--- config.mk ---
export PLATFORM = sky130hd
export DESIGN_NAME = spi_rx_pipe_buffer
export DESIGN_NICKNAME = d
export VERILOG_FILES = /design/src/rtl/spi_link_pkg.sv /design/src/rtl/spi_word_fifo.sv /design/src/rtl/spi_rx_pipe_buffer.sv
export SDC_FILE = /design/constraint.sdc
export NUM_CORES = 1
export LEC_CHECK = 0
export CORE_MARGIN = 1.5
export CORE_UTILIZATION = 35
export CTS_BUF_LIST = sky130_fd_sc_hd__clkbuf_2
export CTS_CLUSTER_DIAMETER = 200
export DETAILED_ROUTE_END_ITERATION = 12
export GPL_TIMING_DRIVEN = 0
export HOLD_SLACK_MARGIN = 0.02
export PLACE_DENSITY = 0.57
export SYNTH_ARGS = -nofsm -noshare
export SYNTH_HDL_FRONTEND = slang
export SYNTH_SLANG_ARGS = --single-unit
--- constraint.sdc ---
create_clock -name clk -period 6.6 [get_ports clk]
set_input_delay 1.65 -clock clk [delete_from_list [all_inputs] [get_ports clk]]
set_output_delay 1.65 -clock clk [all_outputs]
set_load 0.05 [all_outputs]
--- src/rtl/spi_link_pkg.sv ---
// Shared widths, default sizing and helper types for the SPI receive link.
package spi_link_pkg;
  localparam int unsigned SPI_WORD_W      = 32;
  localparam int unsigned PIPE_W          = 16;
  localparam int unsigned DEF_DEPTH       = 16;
  localparam int unsigned DEF_AW          = 4;
  localparam int unsigned DEF_BLOCK_WORDS = 8;
  localparam logic [15:0] OVF_SAT         = 16'hFFFF;

  typedef enum logic {
    HALF_LO = 1'b0,
    HALF_HI = 1'b1
  } half_sel_t;
endpackage

--- src/rtl/spi_word_fifo.sv ---
// Synchronous word FIFO with registered level/empty/full and async-read storage.
module spi_word_fifo
  import spi_link_pkg::*;
#(
  parameter int unsigned DEPTH = DEF_DEPTH,
  parameter int unsigned AW    = DEF_AW,
  parameter int unsigned W     = SPI_WORD_W
) (
  input  logic         clk,
  input  logic         reset_n,
  input  logic         clear,
  input  logic         push,
  input  logic         pop,
  input  logic [W-1:0] wdata,
  output logic [W-1:0] rdata,
  output logic [AW:0]  level,
  output logic         empty,
  output logic         full
);
  localparam logic [AW:0] FULL_LVL = (AW+1)'(DEPTH);

  logic [W-1:0]  mem [DEPTH];
  logic [AW-1:0] wr_ptr;
  logic [AW-1:0] rd_ptr;
  logic          do_push;
  logic          do_pop;
  logic [AW:0]   level_nxt;

  // A push into a full FIFO is still accepted when the head leaves in the same cycle.
  assign do_pop  = pop & ~empty;
  assign do_push = push & (~full | do_pop);
  assign rdata   = mem[rd_ptr];

  always_comb begin
    level_nxt = level;
    case ({do_push, do_pop})
      2'b10:   level_nxt = level + 1'b1;
      2'b01:   level_nxt = level - 1'b1;
      default: level_nxt = level;
    endcase
  end

  always_ff @(posedge clk or negedge reset_n) begin
    if (!reset_n) begin
      wr_ptr <= '0;
      rd_ptr <= '0;
      level  <= '0;
      empty  <= 1'b1;
      full   <= 1'b0;
    end else if (clear) begin
      wr_ptr <= '0;
      rd_ptr <= '0;
      level  <= '0;
      empty  <= 1'b1;
      full   <= 1'b0;
    end else begin
      if (do_push) wr_ptr <= wr_ptr + 1'b1;
      if (do_pop)  rd_ptr <= rd_ptr + 1'b1;
      level <= level_nxt;
      empty <= (level_nxt == '0);
      full  <= (level_nxt == FULL_LVL);
    end
  end

  always_ff @(posedge clk) begin
    if (do_push && !clear) mem[wr_ptr] <= wdata;
  end
endmodule

--- src/rtl/spi_rx_pipe_buffer.sv ---
// Captures SPI slave words on rdy rising edges and streams them out as 16-bit halves.
module spi_rx_pipe_buffer
  import spi_link_pkg::*;
#(
  parameter int unsigned DEPTH       = DEF_DEPTH,
  parameter int unsigned AW          = DEF_AW,
  parameter int unsigned BLOCK_WORDS = DEF_BLOCK_WORDS
) (
  input  logic                  clk,
  input  logic                  reset_n,
  input  logic                  clear,
  input  logic [SPI_WORD_W-1:0] rx_word,
  input  logic                  rx_rdy,
  input  logic                  rd_en,
  output logic [PIPE_W-1:0]     dout,
  output logic                  empty,
  output logic                  full,
  output logic                  pipe_ready,
  output logic [AW:0]           level,
  output logic [31:0]           frame_cnt,
  output logic [15:0]           overflow_cnt
);
  localparam logic [AW:0] BLK_LVL = (AW+1)'(BLOCK_WORDS);

  logic                  rdy_d;
  half_sel_t             half_sel;
  logic                  wr_stb;
  logic                  pop;
  logic                  accept;
  logic                  drop;
  logic [SPI_WORD_W-1:0] head;

  assign wr_stb = rx_rdy & ~rdy_d;
  assign pop    = rd_en & ~empty & (half_sel == HALF_HI);
  assign accept = wr_stb & (~full | pop);
  assign drop   = wr_stb & full & ~pop;

  spi_word_fifo #(
    .DEPTH (DEPTH),
    .AW    (AW),
    .W     (SPI_WORD_W)
  ) u_fifo (
    .clk     (clk),
    .reset_n (reset_n),
    .clear   (clear),
    .push    (wr_stb),
    .pop     (pop),
    .wdata   (rx_word),
    .rdata   (head),
    .level   (level),
    .empty   (empty),
    .full    (full)
  );

  always_comb begin
    dout = '0;
    if (!empty) dout = (half_sel == HALF_HI) ? head[31:16] : head[15:0];
  end

  always_ff @(posedge clk or negedge reset_n) begin
    if (!reset_n) begin
      rdy_d        <= 1'b0;
      half_sel     <= HALF_LO;
      frame_cnt    <= '0;
      overflow_cnt <= '0;
      pipe_ready   <= 1'b0;
    end else begin
      rdy_d <= rx_rdy;
      if (clear) begin
        half_sel     <= HALF_LO;
        frame_cnt    <= '0;
        overflow_cnt <= '0;
        pipe_ready   <= 1'b0;
      end else begin
        if (rd_en && !empty) half_sel <= (half_sel == HALF_HI) ? HALF_LO : HALF_HI;
        if (accept) frame_cnt <= frame_cnt + 32'd1;
        if (drop && overflow_cnt != OVF_SAT) overflow_cnt <= overflow_cnt + 16'd1;
        // Hold ready through the high half so a block never ends mid-word.
        pipe_ready <= (level >= BLK_LVL) | (pipe_ready & (half_sel == HALF_HI));
      end
    end
  end
endmodule
==> flow_summary_export.csv <==
group,metric,value,unit
timing,final.min_clock_period,6.322,ns
worst_setup_path,rrSetupSlack,3.05,ns
worst_setup_path,crit_required,4.95,ns
cells_and_area,multiInputGateArea,5847,sq um
timing,fin_skew,0.08526,ns
synthesis,ys_types,53,
synthesis,synth_area,23190,sq um
clocking,clkTransAtPathRegs,0.12,ns
timing,slew_headroom,34.60,%
drt,drc,0,
pwr,leakagePower,0.009074,uW
worst_setup_path,slowest_stage,"clkdlybuf4s50_1",
synthesis,ys.warnings.count,0,
global_routing,grt_pass1_vias,13470,
placement,gp_routability_congestion,0.8062,
timing,finalCritPeriodShare,95.79,%
worst_setup_path,critPathMaxStageDelay,0.88,ns
die,rows,94,
global_routing,grt_max_degree,67,
worst_setup_path,crit_type,"reg2out",
synthesis,ys.flop_type,"edfxtp_1",
drt,wl_per_cell,23.95,microns
pwr,sw_frac_of_total,24.21,%
synthesis,avgSynthCellArea,19.42,sq um
die,core-area,65630,sq um
placement,io_buffers,108,
clocking,htreeDepth,4,
clocking,cts_resized,4,
timing,worst-slew-pin-transition,0.9787,ns
pwr,pwr-share-seq,58.9,%
die,initial_core_util,35.33,%
clocking,cts_setup_buffers,0,
die,die_y,260.4,microns
flow_run,maxCapViolCount,0,
run_status,status,"complete, no violations",
pwr,vdd_ir_drop_max,0.1592,mV
worst_setup_path,worstPathCellList,"buf_2 -> buf_2 -> buf_2 -> mux2i_1 -> a221o_1 -> a31oi_1 -> clkdlybuf4s50_1",
worst_setup_path,path_max_fanout,10,
synthesis,ys_seq_elements,578,
global_routing,grtUsageTotal,17.80,%
drt,postRouteAntennaNets,0,
worst_setup_path,crit_arrival,4.67,ns
die,chipWidth,260.4,microns
drt,via_per_inst,5.181,
drt,drtPass1Iterations,5,
timing,setup-violations-final,0,
global_routing,overflow,0,
worst_setup_path,r2r-end,"u_fifo.empty",
clocking,clockBufferDepth,3,
cells_and_area,drive_above_1_share,29.04,%
cells_and_area,area_growth,17.94,%
placement,dpl.cell_count,2196,
pwr,switching_power,1644,uW
die,dieArea,67810,sq um
clocking,postCtsHoldBufs,0,
global_routing,grt_pass1_wl,86430,microns
timing,drv_slew,0,
drt,drt_iter0_drc,884,
clocking,cts_sinks,578,
global_routing,antenna_found_initial,4,
pwr,pwr-share-comb,3.7,%
worst_setup_path,r2r_cells,14,
synthesis,syn_nets,1241,
worst_setup_path,crit-reg2reg-launch,"u_fifo.empty",
worst_setup_path,cp-start-kind,"flop",
cells_and_area,final_cell_count_no_fill,2455,
clocking,cts-root-buf,"clkbuf_2",
worst_setup_path,critPathCaptureType,"primary output",
drt,totalWireLength,58790,microns
pwr,power_density,248.2,nW/um^2
cells_and_area,seqCellArea,17030,sq um
placement,hpwl,37140,microns
timing,fmax,0.1582,GHz
die,ios,109,
min_path,hold_path_class,"in2async",
cells_and_area,num-nets-final,1525,
synthesis,synth_cells,1194,
clocking,clk_latency,1.31,ns
placement,dp_slack,1.342,ns
clocking,cts_tree,"done",
synthesis,ys_seq_area_share,73.43,%
pwr,power.internal,5145,uW
synthesis,synth_edf_count,512,
clocking,numCtsBuffers,145,
timing,grt_setup_unrepaired,"false",
synthesis,async_flop_share,11.42,%
drt,vias,12720,
pwr,power_frac_clock,37.3,%
timing,layout_setup_ws,0.2780,ns
timing,hold_viol_final,0,
worst_setup_path,crit_top_cell,"buf_2",
cells_and_area,final.fill_count,5946,
==> synthesized netlist by cell type (4+ instances only) <==
master | instances | area, sq um
inv_1 | 7 | 26.28
buf_4 | 19 | 142.6
ha_1 | 10 | 125.1
mux2_2 | 16 | 180.2
and4_1 | 8 | 70.07
xor2_1 | 40 | 350.3
clkbuf_1 | 25 | 93.84
o211ai_1 | 4 | 30.03
a22oi_1 | 13 | 97.59
mux4_2 | 127 | 2860
mux2i_1 | 41 | 410.4
dfrtp_1 | 65 | 1627
nand3_1 | 16 | 80.08
nor3_1 | 9 | 45.04
a21oi_1 | 18 | 90.09
nand4_1 | 23 | 143.9
nor2b_1 | 8 | 50.05
a31oi_1 | 14 | 87.58
buf_2 | 16 | 80.08
nor2_1 | 82 | 307.8
a221o_1 | 16 | 160.2
and2_1 | 4 | 25.02
nand2_1 | 33 | 123.9
edfxtp_1 | 512 | 15370
nand2b_1 | 4 | 25.02
and3_1 | 17 | 106.4
xnor2_1 | 10 | 87.58
==> cell usage in the layout (no fill, tap or decap), types with 7 or more instances in the layout <==
master           instances
nor2b_1                  8
mux4_2                 127
buf_6                   19
and4_1                   8
a21oi_1                 18
clkdlybuf4s50_1        103
nor2_4                  12
a221o_1                 16
nand2_1                 33
dfrtp_1                 65
inv_1                    7
buf_2                   16
buf_4                   21
buf_12                  11
a31oi_1                 14
nand4_1                 23
clkbuf_2               206
clkinv_1                31
nand3_1                 16
ha_1                    10
mux2i_1                 41
diode_2                  7
clkbuf_1                22
a22oi_1                 13
nor2_1                  70
mux2_2                  16
and3_1                  17
xor2_1                  40
edfxtp_1               512
xnor2_1                 10
==> worst max path at each step <==
stage / start / end / slack (ns)
2_1_floorplan: rd_en / u_fifo.mem[1][0] / 1.47
3_3_place_gp: rd_en / u_fifo.mem[3][3] / -2.57
3_5_place_dp: u_fifo.rd_ptr[2] / dout[9] / 1.34
4_1_cts: u_fifo.rd_ptr[2] / dout[1] / 0.04
5_1_grt: u_fifo.rd_ptr[0] / dout[7] / 0.01
6_report: u_fifo.rd_ptr[2] / dout[0] / 0.28
==> metal layers <==
metal	up-vias	wire length (microns)	track usage [%]
li1	5523	-	-
met1	6662	25330	23.45
met2	444	28460	28.27
met3	88	3990	5.284
met4	2	991	5.845
met5	-	17	0
==> final cells by class <==
type	instances	area share (%)
clock inverters	48	1.331
repair buffers	138	5.668
flip-flops and latches	578	62.26
well taps	864	3.953
multi-input cells	542	21.38
inverters	7	0.09607
diodes	7	0.06405
clock buffers	205	3.751
plain buffers	66	1.496
==> flip-flops by register name (all words and copies together), names as in the netlist <==
signal and count:
u_fifo.empty 1, pipe_ready 1, u_fifo.rd_ptr 4, rdy_d 1, u_fifo.mem 512, frame_cnt 32, u_fifo.wr_ptr 4, u_fifo.full 1
overflow_cnt 16, u_fifo.level 5, half_sel 1
==> power by group through the flow <==
stage	logic (uW)	registers, uW	clock network, uW
after floorplan	105	4090	0
after global placement	247	4080	0
after detailed placement	258	4080	0
after CTS	258	4000	2620
after global routing	272	4000	2810
final	254	4000	2540
==> metrics by stage <==
| step | util [%] | power, uW | cell area (sq um) | hold slack [ns] | setup TNS [ns] |
|---|---|---|---|---|---|
| after floorplan | - | 4196 | 23190 | 0.5792 | 0 |
| after global placement | 38.63 | 4330 | 25350 | 0.5147 | -402.20 |
| after detailed placement | 39.50 | 4340 | 25920 | 0.5322 | 0 |
| after CTS | 41.62 | 6874 | 27320 | 0.3234 | 0 |
| after global routing | 41.66 | 7085 | 27340 | 0.3668 | 0 |
| final | 41.67 | 6789 | 27350 | 0.4691 | 0 |
==> kinds of logic (layout without fill, tap and decap cells) <==
family          after synthesis  in the layout  share of synthesized area (%)
fa+ha+maj                    10             10                         0.5396
buf+inv                      74            464                          1.829
flops                       578            578                          73.43
simple gates                214            214                          4.592
other cells                   0              7                              0
mux                         185            185                          14.99
xor+xnor                     50             50                          1.889
compound gates               83             83                          2.725
==> worst max-delay path, delay by kind of cell (launching register included) <==
kind | cells | cell delay (ns)
multiplexers | 1 | 0.16
buffers and inverters | 4 | 2.03
AO/OA/AOI/OAI | 2 | 0.77
flip-flops | 1 | 0.41
Note: power is estimated with default switching activity, not from simulation.
==> RTL change, RTL diff (same flow settings) <==
The package constant `DEF_DEPTH` goes from 16 to 8.
--- a/src/rtl/spi_link_pkg.sv
+++ b/src/rtl/spi_link_pkg.sv
@@ -2,7 +2,7 @@
 package spi_link_pkg;
   localparam int unsigned SPI_WORD_W      = 32;
   localparam int unsigned PIPE_W          = 16;
-  localparam int unsigned DEF_DEPTH       = 16;
+  localparam int unsigned DEF_DEPTH       = 8;
   localparam int unsigned DEF_AW          = 4;
   localparam int unsigned DEF_BLOCK_WORDS = 8;
   localparam logic [15:0] OVF_SAT         = 16'hFFFF;
Formal check against the unedited RTL: no difference found for any inputs over 4 cycles, from zero or initial values and one cycle with reset_n low; that may be too few to reach the edited logic, so the function may still have changed.
==> RTL change against the unedited design <==
  * Routed wire length fell by 50%
  * Critical path depth shrank 1
  * Clock power is 50% lower
  * Area after synthesis fell by 43%
  * Total power down 46%
  * Die area is 43% lower
  * Sequential cell count fell by 258
  * Setup slack improved by 240 ps
  * Count of clock-buffer cells in the layout is 85 lower
  * Clock skew fell by 22 ps
  * Global-route usage fell by 2.0 points
  * Final area decreased by 42%
  * Highest routed layer unchanged
==> RTL change: results (changes against the unedited design) <==
metric	value	unit	change
Psw	0.0009141	W	was 0.001644 W
Slew headroom	18.80	%	was 34.60%
status	finished clean		unchanged
Placement Setup Slack	1417	ps	was 1342 ps
first-pass GRT wire length	45180	um	was 86,430 um
DR vias/cell	5.073		was 5.181
post-synthesis mux area share	14.05	%	was 14.99%
H-tree depth	3		was 4
post_cts resized	0		was 4
n_diodes	3		was 7
multi-input logic area	0.003690	mm2	was 0.005847 mm2
met2 Usage GRT	24.26	%	was 28.27%
post-synthesis xor/xnor area fraction	3.341	%	was 1.889%
M3 GR Usage	4.757	%	was 5.284%
Multi-In Gates	364		was 542
fraction of the mapped netlist area in compound gates	1.985	%	was 2.725%
# clk buffers	120		was 205
Pre-antenna DRT Iters	4		was 5
Mapped Nets	769		was 1,241
initial antenna violation count	5		was 4
post-detail-place hpwl	18920	um	was 37,140 um
total routed wirelength	29470	um	was 58,790 um
Synth Register Bits	320		was 578
# fillers	3318		was 5,946
top post-synthesis cells by area	edfxtp_1 (59%), mux4_2 (14%), dfrtp_1 (12%)		was edfxtp_1 (66%), mux4_2 (12%), dfrtp_1 (7.0%)
Synth cell types	47		was 53
[RTL change: cell types whose count changed in the layout (fill, tap and decap cells not counted), moves of 11 or more]
cell / unedited run / this run
a221o_1: 16 / 0
a22oi_1: 13 / 1
a31oi_1: 14 / 0
and3_1: 17 / 6
buf_4: 21 / 2
clkbuf_2: 206 / 120
clkinv_1: 31 / 13
edfxtp_1: 512 / 256
mux2_2: 16 / 0
mux2i_1: 41 / 4
mux4_2: 127 / 80
nand2_1: 33 / 21
[RTL change: per-stage QoR]
| stage | std cells | instance area [um2] | hold WS [ps] | TNS (ps) |
|---|---|---|---|---|
| 6_report | 1459 | 15750 | 545.1 | 0 |
| 3_3_place_gp | 1301 | 14780 | 510.4 | -119480 |
| 2_1_floorplan | 725 | 13110 | 551.1 | 0 |
| 3_5_place_dp | 1315 | 15040 | 535.6 | 0 |
| 4_1_cts | 1456 | 15740 | 554.2 | 0 |
| 5_1_grt | 1459 | 15750 | 606.8 | 0 |
